$ cat src/rtl/sobel_frame_ctrl_if.sv
// Handshake bundle of sobel_frame_ctrl: frame control, pixel source, Sobel datapath link and edge sink.
// master = controller side, slave = environment (source, datapath, sink, sequencer).
interface sobel_frame_ctrl_if;
  logic       start;
  logic       busy;
  logic       done;
  logic       s_valid;
  logic       s_ready;
  logic [7:0] s_pixel;
  logic [7:0] pix_out;
  logic       pix_en;
  logic [7:0] edge_in;
  logic       m_valid;
  logic       m_ready;
  logic [7:0] m_edge;
  logic       m_sof;
  logic       m_eof;

  modport master (
    input  start, s_valid, s_pixel, edge_in, m_ready,
    output busy, done, s_ready, pix_out, pix_en, m_valid, m_edge, m_sof, m_eof
  );

  modport slave (
    output start, s_valid, s_pixel, edge_in, m_ready,
    input  busy, done, s_ready, pix_out, pix_en, m_valid, m_edge, m_sof, m_eof
  );
endinterface

$ cat src/rtl/sobel_frame_ctrl.sv
// Frame sequencer feeding a Sobel datapath and forwarding interior edges with sof/eof framing.
// Define SOBEL_CTRL_FRAME_CNT_EN to add the 16-bit frame_cnt output (completed-frame counter).
module sobel_frame_ctrl #(
  parameter int IMG_W    = 640,
  parameter int IMG_H    = 480,
  parameter int PIPE_LAT = 2
) (
  input  logic               clk,
  input  logic               rst,
  sobel_frame_ctrl_if.master bus
`ifdef SOBEL_CTRL_FRAME_CNT_EN
  ,
  output logic [15:0]        frame_cnt
`endif
);
  localparam int EDGES = (IMG_W - 2) * (IMG_H - 2);
  localparam int CW    = $clog2(IMG_W);
  localparam int RW    = $clog2(IMG_H);
  localparam int ECW   = $clog2(EDGES + 1);
  localparam int FW    = $clog2(PIPE_LAT + 1);

  typedef enum logic [1:0] {IDLE, RUN, FLUSH, DONE} state_t;

  state_t                state_q, state_d;
  logic [CW-1:0]         col_q, col_d;
  logic [RW-1:0]         row_q, row_d;
  logic [FW-1:0]         flush_q, flush_d;
  logic [ECW-1:0]        edge_cnt_q, edge_cnt_d;
  logic [PIPE_LAT-1:0]   tag_q, tag_d;
  logic                  m_valid_q, m_valid_d;
  logic [7:0]            m_edge_q, m_edge_d;
  logic                  m_sof_q, m_sof_d;
  logic                  m_eof_q, m_eof_d;
  logic                  busy_q, busy_d;
  logic                  done_q, done_d;

  logic adv, s_ready, accept, pix_en, new_tag, tag_exit;

  // Datapath and source only move when the output register can take a result.
  always_comb begin
    adv      = !m_valid_q || bus.m_ready;
    s_ready  = (state_q == RUN) && adv;
    accept   = s_ready && bus.s_valid;
    case (state_q)
      RUN:     pix_en = accept;
      FLUSH:   pix_en = adv;
      default: pix_en = 1'b0;
    endcase
    new_tag  = accept && (row_q >= RW'(2)) && (col_q >= CW'(2));
    tag_exit = pix_en && tag_q[PIPE_LAT-1];
  end

  always_comb begin
    state_d    = state_q;
    col_d      = col_q;
    row_d      = row_q;
    flush_d    = flush_q;
    edge_cnt_d = edge_cnt_q;
    tag_d      = tag_q;
    m_valid_d  = m_valid_q;
    m_edge_d   = m_edge_q;
    m_sof_d    = m_sof_q;
    m_eof_d    = m_eof_q;

    if (pix_en) begin
      tag_d[0] = new_tag;
      for (int i = 1; i < PIPE_LAT; i++) begin
        tag_d[i] = tag_q[i-1];
      end
    end

    case (state_q)
      IDLE: begin
        if (bus.start) begin
          state_d    = RUN;
          col_d      = '0;
          row_d      = '0;
          edge_cnt_d = '0;
          tag_d      = '0;
        end
      end
      RUN: begin
        if (accept) begin
          if (col_q == CW'(IMG_W - 1)) begin
            col_d = '0;
            if (row_q == RW'(IMG_H - 1)) begin
              row_d   = '0;
              flush_d = '0;
              state_d = FLUSH;
            end else begin
              row_d = row_q + 1'b1;
            end
          end else begin
            col_d = col_q + 1'b1;
          end
        end
      end
      FLUSH: begin
        if (adv) begin
          flush_d = flush_q + 1'b1;
          if (flush_q == FW'(PIPE_LAT - 1)) state_d = DONE;
        end
      end
      default: state_d = IDLE;
    endcase

    // A new result may replace the one being handed off in the same cycle.
    if (tag_exit) begin
      m_valid_d  = 1'b1;
      m_edge_d   = bus.edge_in;
      m_sof_d    = (edge_cnt_q == '0);
      m_eof_d    = (edge_cnt_q == ECW'(EDGES - 1));
      edge_cnt_d = edge_cnt_q + 1'b1;
    end else if (m_valid_q && bus.m_ready) begin
      m_valid_d = 1'b0;
      m_sof_d   = 1'b0;
      m_eof_d   = 1'b0;
    end

    busy_d = (state_d == RUN) || (state_d == FLUSH);
    done_d = (state_d == DONE);
  end

  always_ff @(posedge clk or negedge rst) begin
    if (!rst) begin
      state_q    <= IDLE;
      col_q      <= '0;
      row_q      <= '0;
      flush_q    <= '0;
      edge_cnt_q <= '0;
      tag_q      <= '0;
      m_valid_q  <= 1'b0;
      m_edge_q   <= '0;
      m_sof_q    <= 1'b0;
      m_eof_q    <= 1'b0;
      busy_q     <= 1'b0;
      done_q     <= 1'b0;
    end else begin
      state_q    <= state_d;
      col_q      <= col_d;
      row_q      <= row_d;
      flush_q    <= flush_d;
      edge_cnt_q <= edge_cnt_d;
      tag_q      <= tag_d;
      m_valid_q  <= m_valid_d;
      m_edge_q   <= m_edge_d;
      m_sof_q    <= m_sof_d;
      m_eof_q    <= m_eof_d;
      busy_q     <= busy_d;
      done_q     <= done_d;
    end
  end

`ifdef SOBEL_CTRL_FRAME_CNT_EN
  logic [15:0] frame_cnt_q, frame_cnt_d;

  always_comb begin
    frame_cnt_d = frame_cnt_q;
    if (state_q == DONE) frame_cnt_d = frame_cnt_q + 16'd1;
  end

  always_ff @(posedge clk or negedge rst) begin
    if (!rst) frame_cnt_q <= '0;
    else      frame_cnt_q <= frame_cnt_d;
  end

  assign frame_cnt = frame_cnt_q;
`endif

  assign bus.s_ready = s_ready;
  assign bus.pix_en  = pix_en;
  assign bus.pix_out = accept ? bus.s_pixel : 8'h00;
  assign bus.busy    = busy_q;
  assign bus.done    = done_q;
  assign bus.m_valid = m_valid_q;
  assign bus.m_edge  = m_edge_q;
  assign bus.m_sof   = m_sof_q;
  assign bus.m_eof   = m_eof_q;
endmodule

$ cat src/flat_wrapper.sv
// flat-port wrapper written by rule: the top's interface ports become plain ports
module sobel_frame_ctrl_flat 
#(
  parameter int IMG_W    = 640,
  parameter int IMG_H    = 480,
  parameter int PIPE_LAT = 2
)
  (clk, rst, bus_start, bus_s_valid, bus_s_pixel, bus_edge_in, bus_m_ready, bus_busy, bus_done, bus_s_ready, bus_pix_out, bus_pix_en, bus_m_valid, bus_m_edge, bus_m_sof, bus_m_eof);
  sobel_frame_ctrl_if bus_i ();
  input  logic clk;
  input  logic rst;
  input wire logic [$bits(bus_i.start)-1:0] bus_start;
  input wire logic [$bits(bus_i.s_valid)-1:0] bus_s_valid;
  input wire logic [$bits(bus_i.s_pixel)-1:0] bus_s_pixel;
  input wire logic [$bits(bus_i.edge_in)-1:0] bus_edge_in;
  input wire logic [$bits(bus_i.m_ready)-1:0] bus_m_ready;
  output wire logic [$bits(bus_i.busy)-1:0] bus_busy;
  output wire logic [$bits(bus_i.done)-1:0] bus_done;
  output wire logic [$bits(bus_i.s_ready)-1:0] bus_s_ready;
  output wire logic [$bits(bus_i.pix_out)-1:0] bus_pix_out;
  output wire logic [$bits(bus_i.pix_en)-1:0] bus_pix_en;
  output wire logic [$bits(bus_i.m_valid)-1:0] bus_m_valid;
  output wire logic [$bits(bus_i.m_edge)-1:0] bus_m_edge;
  output wire logic [$bits(bus_i.m_sof)-1:0] bus_m_sof;
  output wire logic [$bits(bus_i.m_eof)-1:0] bus_m_eof;
  assign bus_i.start = bus_start;
  assign bus_i.s_valid = bus_s_valid;
  assign bus_i.s_pixel = bus_s_pixel;
  assign bus_i.edge_in = bus_edge_in;
  assign bus_i.m_ready = bus_m_ready;
  assign bus_busy = bus_i.busy;
  assign bus_done = bus_i.done;
  assign bus_s_ready = bus_i.s_ready;
  assign bus_pix_out = bus_i.pix_out;
  assign bus_pix_en = bus_i.pix_en;
  assign bus_m_valid = bus_i.m_valid;
  assign bus_m_edge = bus_i.m_edge;
  assign bus_m_sof = bus_i.m_sof;
  assign bus_m_eof = bus_i.m_eof;
  sobel_frame_ctrl #(.IMG_W(IMG_W), .IMG_H(IMG_H), .PIPE_LAT(PIPE_LAT)) u_core (.clk(clk), .rst(rst), .bus(bus_i));
endmodule
$ cat config.mk
export PLATFORM = sky130hd
export DESIGN_NAME = sobel_frame_ctrl_flat
export DESIGN_NICKNAME = d
export VERILOG_FILES = /design/src/rtl/sobel_frame_ctrl_if.sv /design/src/rtl/sobel_frame_ctrl.sv /design/src/flat_wrapper.sv
export SDC_FILE = /design/constraint.sdc
export NUM_CORES = 1
export LEC_CHECK = 0
export ABC_AREA = 1
export CORE_MARGIN = 2
export CORE_UTILIZATION = 55
export DETAILED_ROUTE_END_ITERATION = 7
export PLACE_DENSITY = 0.79
export SKIP_CTS_REPAIR_TIMING = 1
export SLEW_MARGIN = 0
export SYNTH_ARGS = -nofsm -noshare
export SYNTH_HDL_FRONTEND = slang
export SYNTH_SLANG_ARGS = --single-unit
export TNS_END_PERCENT = 30
$ cat constraint.sdc
create_clock -name clk -period 4.5 [get_ports clk]
set_input_delay 0.675 -clock clk [delete_from_list [all_inputs] [get_ports clk]]
set_output_delay 0.675 -clock clk [all_outputs]
set_load 0.02 [all_outputs]
==> metrics.cfg <==
[timing]
finalSetupViolations = 0
tightest_slew_ps = 874
rsz0062_at_grt = false
drv_slew = 0
slew_headroom_pct = 41.7
hold_viol_final = 0
clock_skew_ps = 5.75
totalNegativeSetupSlack_ps = 0
fin_crit_ps = 3530
fmax_mhz = 283
period_share_pct = 78.4

[cells_and_area]
fin_area_um2 = 4230
regArea_um2 = 1430
syn2layout_area_growth_pct = 19.5
post-route-util_pct = 67.3
n_fill_cell = 526
finalNetCount = 566
diodes = 0
stdcell_count = 614
multi_input_area_um2 = 1770
layout-drive-gt1-share_pct = 7.82

[pwr]
power_density_nw_per_um2 = 493
ir_drop_uv = 334
p_leak_nw = 2.04

[synth]
ys_async_sr_fraction_pct = 100
netlist_area_um2 = 3540
syn-instance-count = 485
yosys_warnings = 0
ys_types = 34
synth-seq-area-share_pct = 40.3
synth_ff_type = dfrtp_1
synth_enable_flop_cells = 0
synth-seq-cells = 57
synthesis.nets = 519
syn_area_per_cell_um2 = 7.29

[worst_setup_path]
cp_max_fo = 18
reg2reg_slack_ps = 1790
crit_path_max_incr_delay_ps = 750
crit_arrival_ps = 2850
slowest_stage = ha_1
startpoint_type = flop
end_kind = output pin
required_ps = 3830
worst-r2r-cell-count = 8
path_class = flop to output pin
cp_cell_sequence = inv_1 > ha_1 > nand3_4 > nand2_2 > nand2_4 > inv_2 > clkdlybuf4s50_1

[clocking]
cts_sinks = 57
cts_made_buffers = 9
clk_latency_ps = 340
tritoncts = built
htreeDepth = 3
cts_root_buffer = clkbuf_8
path_clk_slew_ps = 70
clockBufferDepth = 2

[floorplanning]
num_rows = 29
coreArea_um2 = 6280
initial_utilization_pct = 56.3
ios = 44
dieArea_um2 = 7090
die_y_um = 84.2
die_w_um = 84.2

[placement]
hpwlAfterDp_mm = 5.99
place_congestion = 0.980
port_buffers = 43
place_inst = 598
dpl_cell_area_um2 = 4010

[global_routing]
grt_pass1_wl_mm = 14.4
track_usage_pct = 25.0
grt_pass1_vias = 3199
grt_max_degree = 47
grt-ovfl-total = 0
antenna_found_initial = 0

[route]
drt-wirelength-per-cell_um = 13.7
drt_wl_total_mm = 8.40
drc = 0
vias = 3383
drt_iter0_drc = 238
routed_via_density = 5.51
first_pass_iters = 5
final_antenna_net_count = 0

[hold_path]
hold_class = input port to async pin

[status]
status = complete, no violations

[flow_run]
maxCapViolCount = 0

## worst paths after layout
check                                            startpoint                                 to
max                             u_core.state_q[1]$_DFF_PN0_                         bus_pix_en
min                                                     rst          u_core.bus.busy$_DFF_PN0_
max reg2reg                     u_core.state_q[1]$_DFF_PN0_       u_core.bus.m_sof$_DFFE_PN0P_
min reg2reg                u_core.bus.m_edge[3]$_DFFE_PN0P_   u_core.bus.m_edge[3]$_DFFE_PN0P_
max in group asynchronous                               rst  u_core.edge_cnt_q[15]$_DFFE_PN0P_
min in group clk           u_core.bus.m_edge[3]$_DFFE_PN0P_   u_core.bus.m_edge[3]$_DFFE_PN0P_
## cells by family (layout without fill, tap and decap cells)
group,after synthesis,count (layout),synth area share (%)
and+or+nand+nor,271,271,34.9
buffers and inverters,82,134,9.59
AOI/OAI and AO/OA,58,58,9.55
DFF,57,57,40.3
adders and majority gates,13,13,4.60
xor gates and xnor gates,4,4,0.991
## through the flow
step	power, mW	hold slack, ps	setup slack [ps]
6_report	2.08	202	973
2_1_floorplan	1.26	379	2400
4_1_cts	2.08	209	987
3_3_place_gp	1.52	456	1400
3_5_place_dp	1.54	460	1370
5_1_grt	2.21	224	830
## cells in the mapped netlist, types with 4 or more instances
master   number  share of area, %
inv_1        71               7.5
ha_1         13               4.6
a21oi_1      10               1.4
o21ai_0      22               3.1
nand3_1      44               6.2
o21ai_1      15               2.1
nand2_1     126                13
dfrtp_1      57                40
nand2_2       7               1.2
nor3_1        8               1.1
nand2_4       4               1.3
nor2_1       52               5.5
nand4_1      20               3.5
## power by group
group | switching (mW) | internal [mW]
clock network | 0.216 | 0.326
registers | 0.0764 | 0.608
logic | 0.548 | 0.308
## cells in the final DEF, fill, tap and decap left out, types with 3 or more instances in the layout
cell / instances
clkbuf_8: 10
xor2_1: 3
nor2_4: 3
nand2_2: 7
clkdlybuf4s50_1: 42
o21ai_1: 15
inv_2: 3
a21oi_1: 10
o21ai_0: 22
ha_1: 13
nand3_1: 44
nor2_1: 52
nand2_4: 4
nand4_1: 20
nor4_1: 3
o211ai_1: 3
nand2_1: 126
nor3_1: 8
dfrtp_1: 57
inv_1: 71
## critical path: cells and delay by family, from the launching register on
kind,cells,cell delay (ps)
fa+ha+maj,1,750
flops,1,420
buf+inv,3,820
simple gates,3,510
## layer usage
metal | track usage (%) | vias to the layer above | wire, um
met5 | 0 | - | 0
met4 | 11.1 | 0 | 244
met3 | 5.21 | 25 | 403
met2 | 40.2 | 104 | 3930
met1 | 32.7 | 1597 | 3830
li1 | - | 1657 | -
## state kept, by name, summed over array words and instances (netlist names)
signal / count
u_core.tag_q: 2
u_core.bus.m_edge: 8
u_core.bus.m_eof: 1
u_core.bus.m_sof: 1
u_core.edge_cnt_q: 19
u_core.col_q: 10
u_core.bus.m_valid: 1
u_core.bus.done: 1
u_core.row_q: 9
u_core.bus.busy: 1
u_core.state_q: 2
u_core.flush_q: 2
## layout make-up
| cell class | instances | area share, % |
|---|---|---|
| multi-input combinational | 346 | 41.9 |
| sequential | 57 | 33.8 |
| timing repair buffer | 44 | 10.2 |
| inverter | 74 | 6.57 |
| clock buffer | 11 | 3.35 |
| tap | 77 | 2.28 |
| clock inverter | 5 | 1.87 |
Power figures use the tool's default switching activity.
